### src/rtl/jam_cost_table_pkg.sv
// ----------------------------------------------------------------------------
// jam_cost_table_pkg
// Shared constants, types and helpers for the Job Assignment Machine cost store.
//   N       : workers = jobs (table holds N*N entries)
//   COST_W  : width of one cost entry
//   SUM_W   : width of the lower-bound sum (N*(2^COST_W-1) < 2^SUM_W)
//   IDX_W   : width of the row-major load index
//   JW      : width of one worker / job index
// ----------------------------------------------------------------------------
package jam_cost_table_pkg;

    localparam int unsigned N      = 8;
    localparam int unsigned COST_W = 7;
    localparam int unsigned SUM_W  = 10;
    localparam int unsigned IDX_W  = 6;
    localparam int unsigned JW     = 3;

    localparam logic [IDX_W-1:0] IDX_LAST = IDX_W'(N * N - 1);
    localparam logic [JW-1:0]    J_LAST   = JW'(N - 1);

    typedef enum logic {
        S_LOAD  = 1'b0,
        S_SERVE = 1'b1
    } state_t;

    function automatic logic [COST_W-1:0] min_cost(input logic [COST_W-1:0] a,
                                                   input logic [COST_W-1:0] b);
        return (a < b) ? a : b;
    endfunction

endpackage

### src/rtl/jam_cost_table_if.sv
// ----------------------------------------------------------------------------
// jam_cost_table_if
// Valid/ready load stream carrying the cost matrix in row-major order.
//   in_valid : beat valid (master -> slave)
//   in_ready : beat accepted when in_valid && in_ready (slave -> master)
//   in_data  : cost for entry idx = W*N + J
//   in_last  : high on the final beat only
// Modports: master (stream source), slave (cost table).
// ----------------------------------------------------------------------------
interface jam_cost_table_if;
    import jam_cost_table_pkg::*;

    logic              in_valid;
    logic              in_ready;
    logic [COST_W-1:0] in_data;
    logic              in_last;

    modport master (
        output in_valid,
        output in_data,
        output in_last,
        input  in_ready
    );

    modport slave (
        input  in_valid,
        input  in_data,
        input  in_last,
        output in_ready
    );

endinterface

### src/rtl/jam_cost_table_mem.sv
// ----------------------------------------------------------------------------
// jam_cost_table_mem
// DEPTH x DATA_W register array, one synchronous write port and one
// asynchronous read port. Contents are not reset.
//   CLK   : clock, rising edge
//   we    : write enable
//   waddr : write address
//   wdata : write data
//   raddr : read address
//   rdata : read data (combinational)
// ----------------------------------------------------------------------------
module jam_cost_table_mem #(
    parameter int unsigned DEPTH  = 64,
    parameter int unsigned ADDR_W = 6,
    parameter int unsigned DATA_W = 7
) (
    input  logic              CLK,
    input  logic              we,
    input  logic [ADDR_W-1:0] waddr,
    input  logic [DATA_W-1:0] wdata,
    input  logic [ADDR_W-1:0] raddr,
    output logic [DATA_W-1:0] rdata
);

    logic [DATA_W-1:0] mem [DEPTH];

    always_ff @(posedge CLK) begin
        if (we) begin
            mem[waddr] <= wdata;
        end
    end

    assign rdata = mem[raddr];

endmodule

### src/rtl/jam_cost_table.sv
// ----------------------------------------------------------------------------
// jam_cost_table
// Upstream cost store for the Job Assignment Machine. Loads an N x N cost
// matrix over a valid/ready stream (row-major), then serves zero-latency
// lookups Cost = table[W*N+J]. Flags in_last framing errors (sticky).
// Optional macro JAM_LOWER_BOUND_EN adds LowerBound = sum of row minima;
// with the macro undefined LowerBound is tied to 0.
//   CLK         : clock, rising edge
//   RST         : synchronous active-high reset
//   in_if       : load stream (slave modport)
//   reload      : pulse, discard table and restart the load
//   table_valid : table complete, lookups legal
//   load_err    : sticky framing error
//   W, J        : lookup worker / job index
//   Cost        : looked-up cost, 0 while table_valid is low
//   LowerBound  : sum of row minima, 0 while table_valid is low
// ----------------------------------------------------------------------------
module jam_cost_table
    import jam_cost_table_pkg::*;
(
    input  logic                 CLK,
    input  logic                 RST,
    jam_cost_table_if.slave      in_if,
    input  logic                 reload,
    output logic                 table_valid,
    output logic                 load_err,
    input  logic [JW-1:0]        W,
    input  logic [JW-1:0]        J,
    output logic [COST_W-1:0]    Cost,
    output logic [SUM_W-1:0]     LowerBound
);

    state_t            state;
    logic [IDX_W-1:0]  idx;
    logic              accept;
    logic              last_idx;
    logic [COST_W-1:0] rd_cost;

    // reload takes priority: a beat presented with reload is never accepted.
    assign in_if.in_ready = (state == S_LOAD) && !reload;
    assign accept         = in_if.in_valid && in_if.in_ready;
    assign last_idx       = (idx == IDX_LAST);

    always_ff @(posedge CLK) begin
        if (RST || reload) begin
            state       <= S_LOAD;
            idx         <= '0;
            table_valid <= 1'b0;
            load_err    <= 1'b0;
        end else if (accept) begin
            // Completion follows idx only; in_last just feeds the error flag.
            idx <= last_idx ? '0 : idx + 1'b1;
            if (in_if.in_last != last_idx) begin
                load_err <= 1'b1;
            end
            if (last_idx) begin
                state       <= S_SERVE;
                table_valid <= 1'b1;
            end
        end
    end

    jam_cost_table_mem #(
        .DEPTH  (N * N),
        .ADDR_W (IDX_W),
        .DATA_W (COST_W)
    ) u_mem (
        .CLK   (CLK),
        .we    (accept),
        .waddr (idx),
        .wdata (in_if.in_data),
        .raddr ({W, J}),
        .rdata (rd_cost)
    );

    assign Cost = table_valid ? rd_cost : '0;

`ifdef JAM_LOWER_BOUND_EN
    logic [JW-1:0]     beat_j;
    logic [COST_W-1:0] row_min;
    logic [COST_W-1:0] row_min_nxt;
    logic [SUM_W-1:0]  lb_acc;

    assign beat_j = idx[JW-1:0];

    // First beat of a row seeds the minimum; later beats fold in.
    always_comb begin
        row_min_nxt = in_if.in_data;
        if (beat_j != '0) begin
            row_min_nxt = min_cost(row_min, in_if.in_data);
        end
    end

    always_ff @(posedge CLK) begin
        if (RST || reload) begin
            row_min <= '0;
            lb_acc  <= '0;
        end else if (accept) begin
            row_min <= row_min_nxt;
            if (beat_j == J_LAST) begin
                lb_acc <= lb_acc + SUM_W'(row_min_nxt);
            end
        end
    end

    assign LowerBound = table_valid ? lb_acc : '0;
`else
    assign LowerBound = '0;
`endif

endmodule

### src/flat_wrapper.sv
// flat-port wrapper written by rule: the top's interface ports become plain ports
module jam_cost_table_flat import jam_cost_table_pkg::*;
  (CLK, RST, reload, table_valid, load_err, W, J, Cost, LowerBound, in_if_in_valid, in_if_in_data, in_if_in_last, in_if_in_ready);
  jam_cost_table_if in_if_i ();
  input  logic CLK;
  input  logic RST;
  input  logic reload;
  output logic table_valid;
  output logic load_err;
  input  logic [JW-1:0] W;
  input  logic [JW-1:0] J;
  output logic [COST_W-1:0] Cost;
  output logic [SUM_W-1:0] LowerBound;
  input wire logic [$bits(in_if_i.in_valid)-1:0] in_if_in_valid;
  input wire logic [$bits(in_if_i.in_data)-1:0] in_if_in_data;
  input wire logic [$bits(in_if_i.in_last)-1:0] in_if_in_last;
  output wire logic [$bits(in_if_i.in_ready)-1:0] in_if_in_ready;
  assign in_if_i.in_valid = in_if_in_valid;
  assign in_if_i.in_data = in_if_in_data;
  assign in_if_i.in_last = in_if_in_last;
  assign in_if_in_ready = in_if_i.in_ready;
  jam_cost_table u_core (.CLK(CLK), .RST(RST), .in_if(in_if_i), .reload(reload), .table_valid(table_valid), .load_err(load_err), .W(W), .J(J), .Cost(Cost), .LowerBound(LowerBound));
endmodule
### config.mk
export PLATFORM = sky130hd
export DESIGN_NAME = jam_cost_table_flat
export DESIGN_NICKNAME = d
export VERILOG_FILES = /design/src/rtl/jam_cost_table_pkg.sv /design/src/rtl/jam_cost_table_if.sv /design/src/rtl/jam_cost_table_mem.sv /design/src/rtl/jam_cost_table.sv /design/src/flat_wrapper.sv
export SDC_FILE = /design/constraint.sdc
export NUM_CORES = 1
export LEC_CHECK = 0
export CAP_MARGIN = 20
export CORE_MARGIN = 2
export CORE_UTILIZATION = 45
export DETAILED_ROUTE_END_ITERATION = 8
export HOLD_SLACK_MARGIN = 0.03
export PLACE_DENSITY = 0.69
export SLEW_MARGIN = 10
export SYNTH_ARGS = -nofsm -noshare
export SYNTH_HDL_FRONTEND = slang
export SYNTH_SLANG_ARGS = --single-unit
### constraint.sdc
create_clock -name CLK -period 5.72 [get_ports CLK]
set_input_delay 1.144 -clock CLK [delete_from_list [all_inputs] [get_ports CLK]]
set_output_delay 1.144 -clock CLK [all_outputs]
set_load 0.005 [all_outputs]
==> flow_metrics.tcl, run 1 <==
set metrics [dict create \
    outcome "finished, final reports clean" \
    holdCritPathClass "flop to flop" \
    synthDominantCellAreaShare 0.7509 \
    layout.area.seq_mm2 0.01361 \
    async_reset_ff_frac 0 \
    dp.cells 1393 \
    clock-skew-final_ps 16.84 \
    grt-ovfl-total 0 \
    hold_vio_cnt_final 0 \
    post_synthesis_sequential_area_ratio 0.7599 \
    via_per_inst 5.900 \
    clk_latency_worst_skew_pair_ps 560 \
    routed-via-count 8726 \
    post_cts.repair.setup_buffers 0 \
    detailedRoute.firstIterationViolations 917 \
    die-height_um 203.5 \
    die_x_um 203.5 \
    tightestPinTransition_ps 879.9 \
    port_buffer_count 27 \
    cts_max_path_buffers 3 \
    sort_of_element_at_the_start_of_the_critical_path "input port" \
    floorplan.die_area_mm2 0.04142 \
    largest_net_degree_at_the_start_of_global_routing 66 \
    timing.final.crit_period_ps 5019 \
    combPwrFrac 0.043 \
    num_rows 73 \
    worst_ep_arrival_time_ps 3870 \
    timing.critical_path.fanout_max 11 \
    ys_dominant_reg_cell "sky130_fd_sc_hd__edfxtp_1" \
    number_of_antenna_violations_at_the_first_check_in_global_routing 0 \
    yosys_warnings 0 \
    final_antenna_net_count 0 \
    max_cap_viol_count 0 \
    static-leakage-power_nw 6.239 \
    drc 0 \
    n_antenna_cell 0 \
    internal_power_mw 5.430 \
    area_delta_synth_final_pct 12.57 \
    netlist_area_mm2 0.01791 \
    finish.net_count 937 \
    initial_utilization 0.4530 \
    grt_first_pass_wirelength_um 58640 \
    hp-start "u_core.load_err$_SDFFE_PP0P_" \
    placeable_core_area_mm2 0.03955 \
    holdPathEnd "u_core.load_err$_SDFFE_PP0P_" \
    worst-endpoint-required_ps 4580 \
    hpwlAfterDp_um 24310 \
    max_ir_drop_vdd_uv 192.0 \
    unique_masters_post_synth 47 \
    flop_and_latch_count_out_of_synthesis 456 \
    cts.htree.levels 2 \
    place_worst_setup_slack_ps 718.5 \
    grt.total_usage 0.1951 \
    layout_cell_area_excl_fill_mm2 0.02017 \
    relSlewSlack 0.4134 \
    first_pass_iters 7 \
    clockPowerShare 0.418 \
    drive_above_1_share 0.2306 \
    switching_power_mw 1.380 \
    tns_ps 0 \
    hold_depth 2 \
    root_buffer "sky130_fd_sc_hd__clkbuf_16" \
    design.portCount 38 \
    power_switching_share 0.2027 \
    final_cell_count_no_fill 1479 \
    multi_input_area_mm2 0.003986 \
    globalplace.congestion 0.8493 \
    syn_avg_cell_area_um2 20.59 \
    grt_pass1_vias 8738 \
    routedWlPerCell_um 26.60 \
    synth-edff-count 448 \
    num-fill-cells 3054 \
    max_freq_ghz 0.1993 \
    rr_worst_depth 4 \
    pwr-share-seq 0.539 \
    post_cts.resized_instances 0 \
    cts_buffers 45 \
    hold_slack_ps 509.3 \
    cts-hold-fix-buffers 0 \
    ys_top_cells_by_area "sky130_fd_sc_hd__edfxtp_1 (75%), sky130_fd_sc_hd__mux4_2 (14%), sky130_fd_sc_hd__nor2_1 (1.5%)" \
    power-per-cell-area_mw_per_mm2 337.7 \
    fin_crit_sh 0.8774 \
    r2r-start "u_core.state$_SDFFE_PP0P_" \
    regToRegSetupSlack_ps 2680 \
    clock_slew_seen_by_the_registers_of_the_worst_setup_and_hold_paths_ps 60 \
    post-synth-top-area-cell "sky130_fd_sc_hd__edfxtp_1" \
    timing.setup.critical_path_class "input port to output pin" \
    netlist_instances 870 \
    slew_violations 0 \
    timing.final.ws_setup_ps 701.4 \
    totalWireLength_um 39340 \
    dpl_cell_area_mm2 0.01871 \
    timing.rr.end "u_core.u_mem.mem[7][4]$_DFFE_PP_" \
    clock_tree_from_tritoncts "yes" \
    setup_violators_final 0 \
    cts_num_sinks 456 \
    crit_path_end_kind "output pin" \
    grt_setup_unrepaired "false" \
]
-- per-layer routing --
metal / up-vias / GRT usage / routed length [µm]
li1: 3683 / - / -
met1: 4561 / 0.2826 / 16330
met3: 62 / 0.03995 / 3550
met5: - / 0 / 0
met4: 0 / 0.05136 / 841
met2: 420 / 0.3055 / 18610
-- cell usage in the layout, fill, tap and decap left out, types with 3 or more instances in the layout --
master,count
sky130_fd_sc_hd__a211oi_1,5
sky130_fd_sc_hd__a21oi_1,10
sky130_fd_sc_hd__a221oi_1,3
sky130_fd_sc_hd__a22o_1,5
sky130_fd_sc_hd__a31oi_1,4
sky130_fd_sc_hd__buf_12,5
sky130_fd_sc_hd__buf_2,6
sky130_fd_sc_hd__buf_4,24
sky130_fd_sc_hd__bufinv_16,4
sky130_fd_sc_hd__clkbuf_1,12
sky130_fd_sc_hd__clkbuf_16,45
sky130_fd_sc_hd__clkdlybuf4s50_1,17
sky130_fd_sc_hd__clkinv_1,6
sky130_fd_sc_hd__clkinv_2,12
sky130_fd_sc_hd__conb_1,10
sky130_fd_sc_hd__dfxtp_1,8
sky130_fd_sc_hd__edfxtp_1,448
sky130_fd_sc_hd__mux2_2,3
sky130_fd_sc_hd__mux2i_1,23
sky130_fd_sc_hd__mux4_2,110
sky130_fd_sc_hd__nand2_1,23
sky130_fd_sc_hd__nand2b_1,4
sky130_fd_sc_hd__nand3_1,6
sky130_fd_sc_hd__nor2_1,72
sky130_fd_sc_hd__nor2b_1,9
sky130_fd_sc_hd__nor3_1,10
sky130_fd_sc_hd__o2111ai_1,3
sky130_fd_sc_hd__o21ai_0,10
sky130_fd_sc_hd__o221ai_1,10
sky130_fd_sc_hd__o22ai_1,9
sky130_fd_sc_hd__or3_1,3
sky130_fd_sc_hd__xor2_1,3
-- per-stage QoR --
| step | utilization | total power, mW |
|---|---|---|
| floorplan | - | 3.909 |
| global placement | 0.4730 | 4.030 |
| detailed placement | 0.4730 | 4.035 |
| CTS | 0.5087 | 6.851 |
| global route | 0.5099 | 7.002 |
| finish | 0.5099 | 6.810 |
-- cells by family (layout without fill, tap and decap cells) --
group	count (synthesis)	after routing	synth area share
multiplexers	138	138	0.1560
flip-flops	456	456	0.7599
other	1	10	0.0002093
buffers and inverters	62	137	0.01949
AND/OR/NAND/NOR	140	140	0.03555
XOR/XNOR	5	5	0.002445
AO/OA/AOI/OAI	67	67	0.02577
adder cells (fa/ha/maj)	1	1	0.0006983
-- worst max-delay path: stages --
cell                              delay, ps
sky130_fd_sc_hd__clkdlybuf4s50_1        820
sky130_fd_sc_hd__and2_1                 370
sky130_fd_sc_hd__a22oi_1                160
sky130_fd_sc_hd__a31oi_1                240
sky130_fd_sc_hd__a31oi_1                 80
sky130_fd_sc_hd__o21ai_0                450
sky130_fd_sc_hd__clkdlybuf4s50_1        590
-- Yosys cell counts, types with 4 or more instances --
cell / instances
sky130_fd_sc_hd__a211oi_1: 5
sky130_fd_sc_hd__a21oi_1: 10
sky130_fd_sc_hd__a22o_1: 5
sky130_fd_sc_hd__a31oi_1: 4
sky130_fd_sc_hd__buf_1: 5
sky130_fd_sc_hd__buf_2: 18
sky130_fd_sc_hd__buf_4: 16
sky130_fd_sc_hd__clkbuf_1: 19
sky130_fd_sc_hd__dfxtp_1: 8
sky130_fd_sc_hd__edfxtp_1: 448
sky130_fd_sc_hd__mux2i_1: 23
sky130_fd_sc_hd__mux4_2: 110
sky130_fd_sc_hd__nand2_1: 23
sky130_fd_sc_hd__nand2b_1: 4
sky130_fd_sc_hd__nand3_1: 6
sky130_fd_sc_hd__nor2_1: 72
sky130_fd_sc_hd__nor2b_1: 9
sky130_fd_sc_hd__nor3_1: 10
sky130_fd_sc_hd__o21ai_0: 10
sky130_fd_sc_hd__o221ai_1: 10
sky130_fd_sc_hd__o22ai_1: 9
-- layout make-up --
class / count / area share
timing repair buffer: 54 / 0.02463
tap: 525 / 0.03257
multi-input combinational: 361 / 0.1977
clock inverter: 25 / 0.01135
clock buffer: 58 / 0.05875
sequential: 456 / 0.6750
-- power by group through the flow --
stage	Clock, mW	Combinational [mW]	Sequential, mW
detailed placement	0	0.292	3.74
CTS	2.88	0.293	3.67
global placement	0	0.287	3.74
finish	2.85	0.293	3.67
floorplan	0	0.167	3.74
global route	3.02	0.313	3.67
-- how the worst max path moves through the flow --
stage / startpoint / end / slack (ps) / depth (start not counted)
6_report: W[0] / Cost[2] / 700 / 7
3_3_place_gp: J[0] / Cost[2] / 720 / 8
4_1_cts: J[1] / Cost[3] / 710 / 8
3_5_place_dp: J[1] / Cost[3] / 720 / 8
5_1_grt: J[1] / Cost[3] / 630 / 8
2_1_floorplan: J[0] / Cost[1] / 1950 / 6
-- registers in the layout (all words and copies together) (netlist names) --
register          flops
u_core.idx            6
u_core.u_mem.mem    448
u_core.state          1
u_core.load_err       1
(Power assumes the default switching activity.)
==> inputs of run 2 (changes only) <==
- HOLD_SLACK_MARGIN: 0.03 -> 0.02
- REMOVE_ABC_BUFFERS: default -> 1
==> flow_metrics.tcl, run 2 (synthesized netlist as in run 1, its figures left out) <==
set metrics [dict create \
    layout.cells.most_common_list "sky130_fd_sc_hd__edfxtp_1 (448), sky130_fd_sc_hd__mux4_2 (110), sky130_fd_sc_hd__nor2_1 (72)" \
    cts_buffers 45 \
    initial_utilization 0.4530 \
    registers.top_by_ff_count "u_core.u_mem.mem" \
    hold_slack_ps 510.4 \
    max_cap_viol_count 0 \
    path_delay_family "buffers and inverters" \
    fin_crit_sh 0.8978 \
    rr_worst_depth 4 \
    cts_max_path_buffers 3 \
    sort_of_element_at_the_start_of_the_critical_path "input port" \
    hp-start "u_core.load_err$_SDFFE_PP0P_" \
    timing.setup.critical_path_class "input port to output pin" \
    largest_registers "u_core.u_mem.mem (448), u_core.idx (6)" \
    worst-endpoint-required_ps 4580 \
    drc 0 \
    static-leakage-power_nw 6.269 \
    regToRegSetupSlack_ps 2900 \
    totalWireLength_um 39550 \
    clk_latency_worst_skew_pair_ps 540 \
    worst_ep_arrival_time_ps 3990 \
    timing.critical_path.fanout_max 11 \
    r2r-start "u_core.state$_SDFFE_PP0P_" \
    max_ir_drop_vdd_uv 222.4 \
    grt.total_usage 0.1940 \
    placeable_core_area_mm2 0.03955 \
    grt-ovfl-total 0 \
    outcome "finished, final reports clean" \
    grt.busiest_layer "met2" \
    timing.critical_path.cells "clkdlybuf4s50_1 > and2_1 > a22oi_1 > a31oi_1 > a31oi_1 > o21ai_0 > clkdlybuf4s50_1" \
    cts_num_sinks 456 \
    routedWlPerCell_um 26.80 \
    root_buffer "sky130_fd_sc_hd__clkbuf_16" \
    crit_path_end_kind "output pin" \
    post_cts.repair.setup_buffers 0 \
    clock_tree_from_tritoncts "yes" \
    hold_vio_cnt_final 0 \
    port_buffer_count 27 \
    power-per-cell-area_mw_per_mm2 339.6 \
    finish.net_count 937 \
    design.portCount 38 \
    tightestPinTransition_ps 881.6 \
    die-height_um 203.5 \
    grt_first_pass_wirelength_um 58490 \
    max_freq_ghz 0.1947 \
    largest_reg_flops 448 \
    detailedRoute.firstIterationViolations 873 \
    grt_setup_unrepaired "false" \
    holdPathEnd "u_core.load_err$_SDFFE_PP0P_" \
    routed-via-count 8617 \
    n_antenna_cell 0 \
    tns_ps 0 \
    gr-usage-met1 0.2543 \
    grt_pass1_vias 8948 \
    num_rows 73 \
    leading_cell_type_in_the_layout_fill_and_taps_excluded "sky130_fd_sc_hd__edfxtp_1" \
    clock_slew_seen_by_the_registers_of_the_worst_setup_and_hold_paths_ps 60 \
    hpwlAfterDp_um 24620 \
    max_stage_delay_ps 850 \
    worst-path-buf-inv 2 \
    cts-hold-fix-buffers 0 \
    grt.met2_usage 0.3234 \
    via_per_inst 5.838 \
    clock-skew-final_ps 14.51 \
    holdCritPathClass "flop to flop" \
    timing.final.crit_period_ps 5135 \
    first_pass_iters 7 \
    area_delta_synth_final_pct 13.00 \
    final_antenna_net_count 0 \
    die_x_um 203.5 \
    timing.rr.end "u_core.u_mem.mem[7][4]$_DFFE_PP_" \
    number_of_antenna_violations_at_the_first_check_in_global_routing 0 \
    floorplan.die_area_mm2 0.04142 \
    hold_depth 2 \
    setup_violators_final 0 \
    worst_path_max_delay_cell "sky130_fd_sc_hd__clkdlybuf4s50_1" \
    slew_violations 0 \
    post_cts.resized_instances 0 \
    relSlewSlack 0.4101 \
    grtUsageMet3 0.04107 \
    globalplace.congestion 0.8535 \
    drive_above_1_share 0.2303 \
    cts.htree.levels 2 \
    largest_net_degree_at_the_start_of_global_routing 65 \
]
==> run 2: changes by cell type in the layout (fill, tap and decap cells not counted) <==
cell,delta
sky130_fd_sc_hd__clkbuf_8,-1
sky130_fd_sc_hd__clkbuf_1,-4
sky130_fd_sc_hd__clkinv_1,+2
sky130_fd_sc_hd__buf_2,+2
sky130_fd_sc_hd__clkinv_2,-2
sky130_fd_sc_hd__bufinv_16,+2
sky130_fd_sc_hd__buf_4,-5
sky130_fd_sc_hd__buf_12,+4
sky130_fd_sc_hd__clkbuf_2,-1
==> run 2: how the worst max path moves through the flow <==
stage / from / to / cells past startpoint
finish: W[0] / Cost[2] / 7
global route: W[0] / Cost[2] / 7
CTS: W[0] / Cost[2] / 7
detailed placement: W[0] / Cost[2] / 7
global placement: W[0] / Cost[2] / 7
floorplan: J[1] / Cost[1] / 5
==> run 2: area by class of cell <==
class | count | area, µm²
clock buffers | 53 | 1156
clock inverters | 27 | 286.5
repair buffers | 54 | 544.3
fillers | 3035 | 19310
flip-flops and latches | 456 | 13610
multi-input cells | 361 | 3986
well taps | 525 | 656.9
==> run 2: report_power, final <==
group | leakage (nW) | internal [mW] | total, mW | switching [mW]
clock network | 0.714 | 1.71 | 2.91 | 1.19
logic | 1.46 | 0.116 | 0.295 | 0.179
registers | 4.09 | 3.67 | 3.67 | 0.00157
total | 6.27 | 5.50 | 6.87 | 1.37
==> run 2: per-stage QoR <==
| step | instance area, µm² | total power [mW] | util | std cells | setup slack [ps] |
|---|---|---|---|---|---|
| 6_report | 20240 | 6.874 | 0.5118 | 1476 | 584.7 |
| 5_1_grt | 20240 | 7.065 | 0.5118 | 1476 | 531.9 |
| 4_1_cts | 20160 | 6.916 | 0.5098 | 1472 | 662.0 |
| 3_5_place_dp | 18720 | 4.036 | 0.4733 | 1392 | 667.4 |
| 3_3_place_gp | 18700 | 4.029 | 0.4727 | 1390 | 714.9 |
| 2_1_floorplan | 17600 | 3.858 | - | 817 | 2266 |
==> run 2: worst reg2reg max path: cells and delay by family, from the launching register on <==
family	cells	cell delay [ps]
buf+inv	1	210
flops	1	440
simple gates	3	1790
==> run 2: metal layers <==
metal,part of all wire,wire (µm)
met1,0.40,15930
met2,0.49,19510
met3,0.074,2917
met4,0.030,1191
met5,0,0
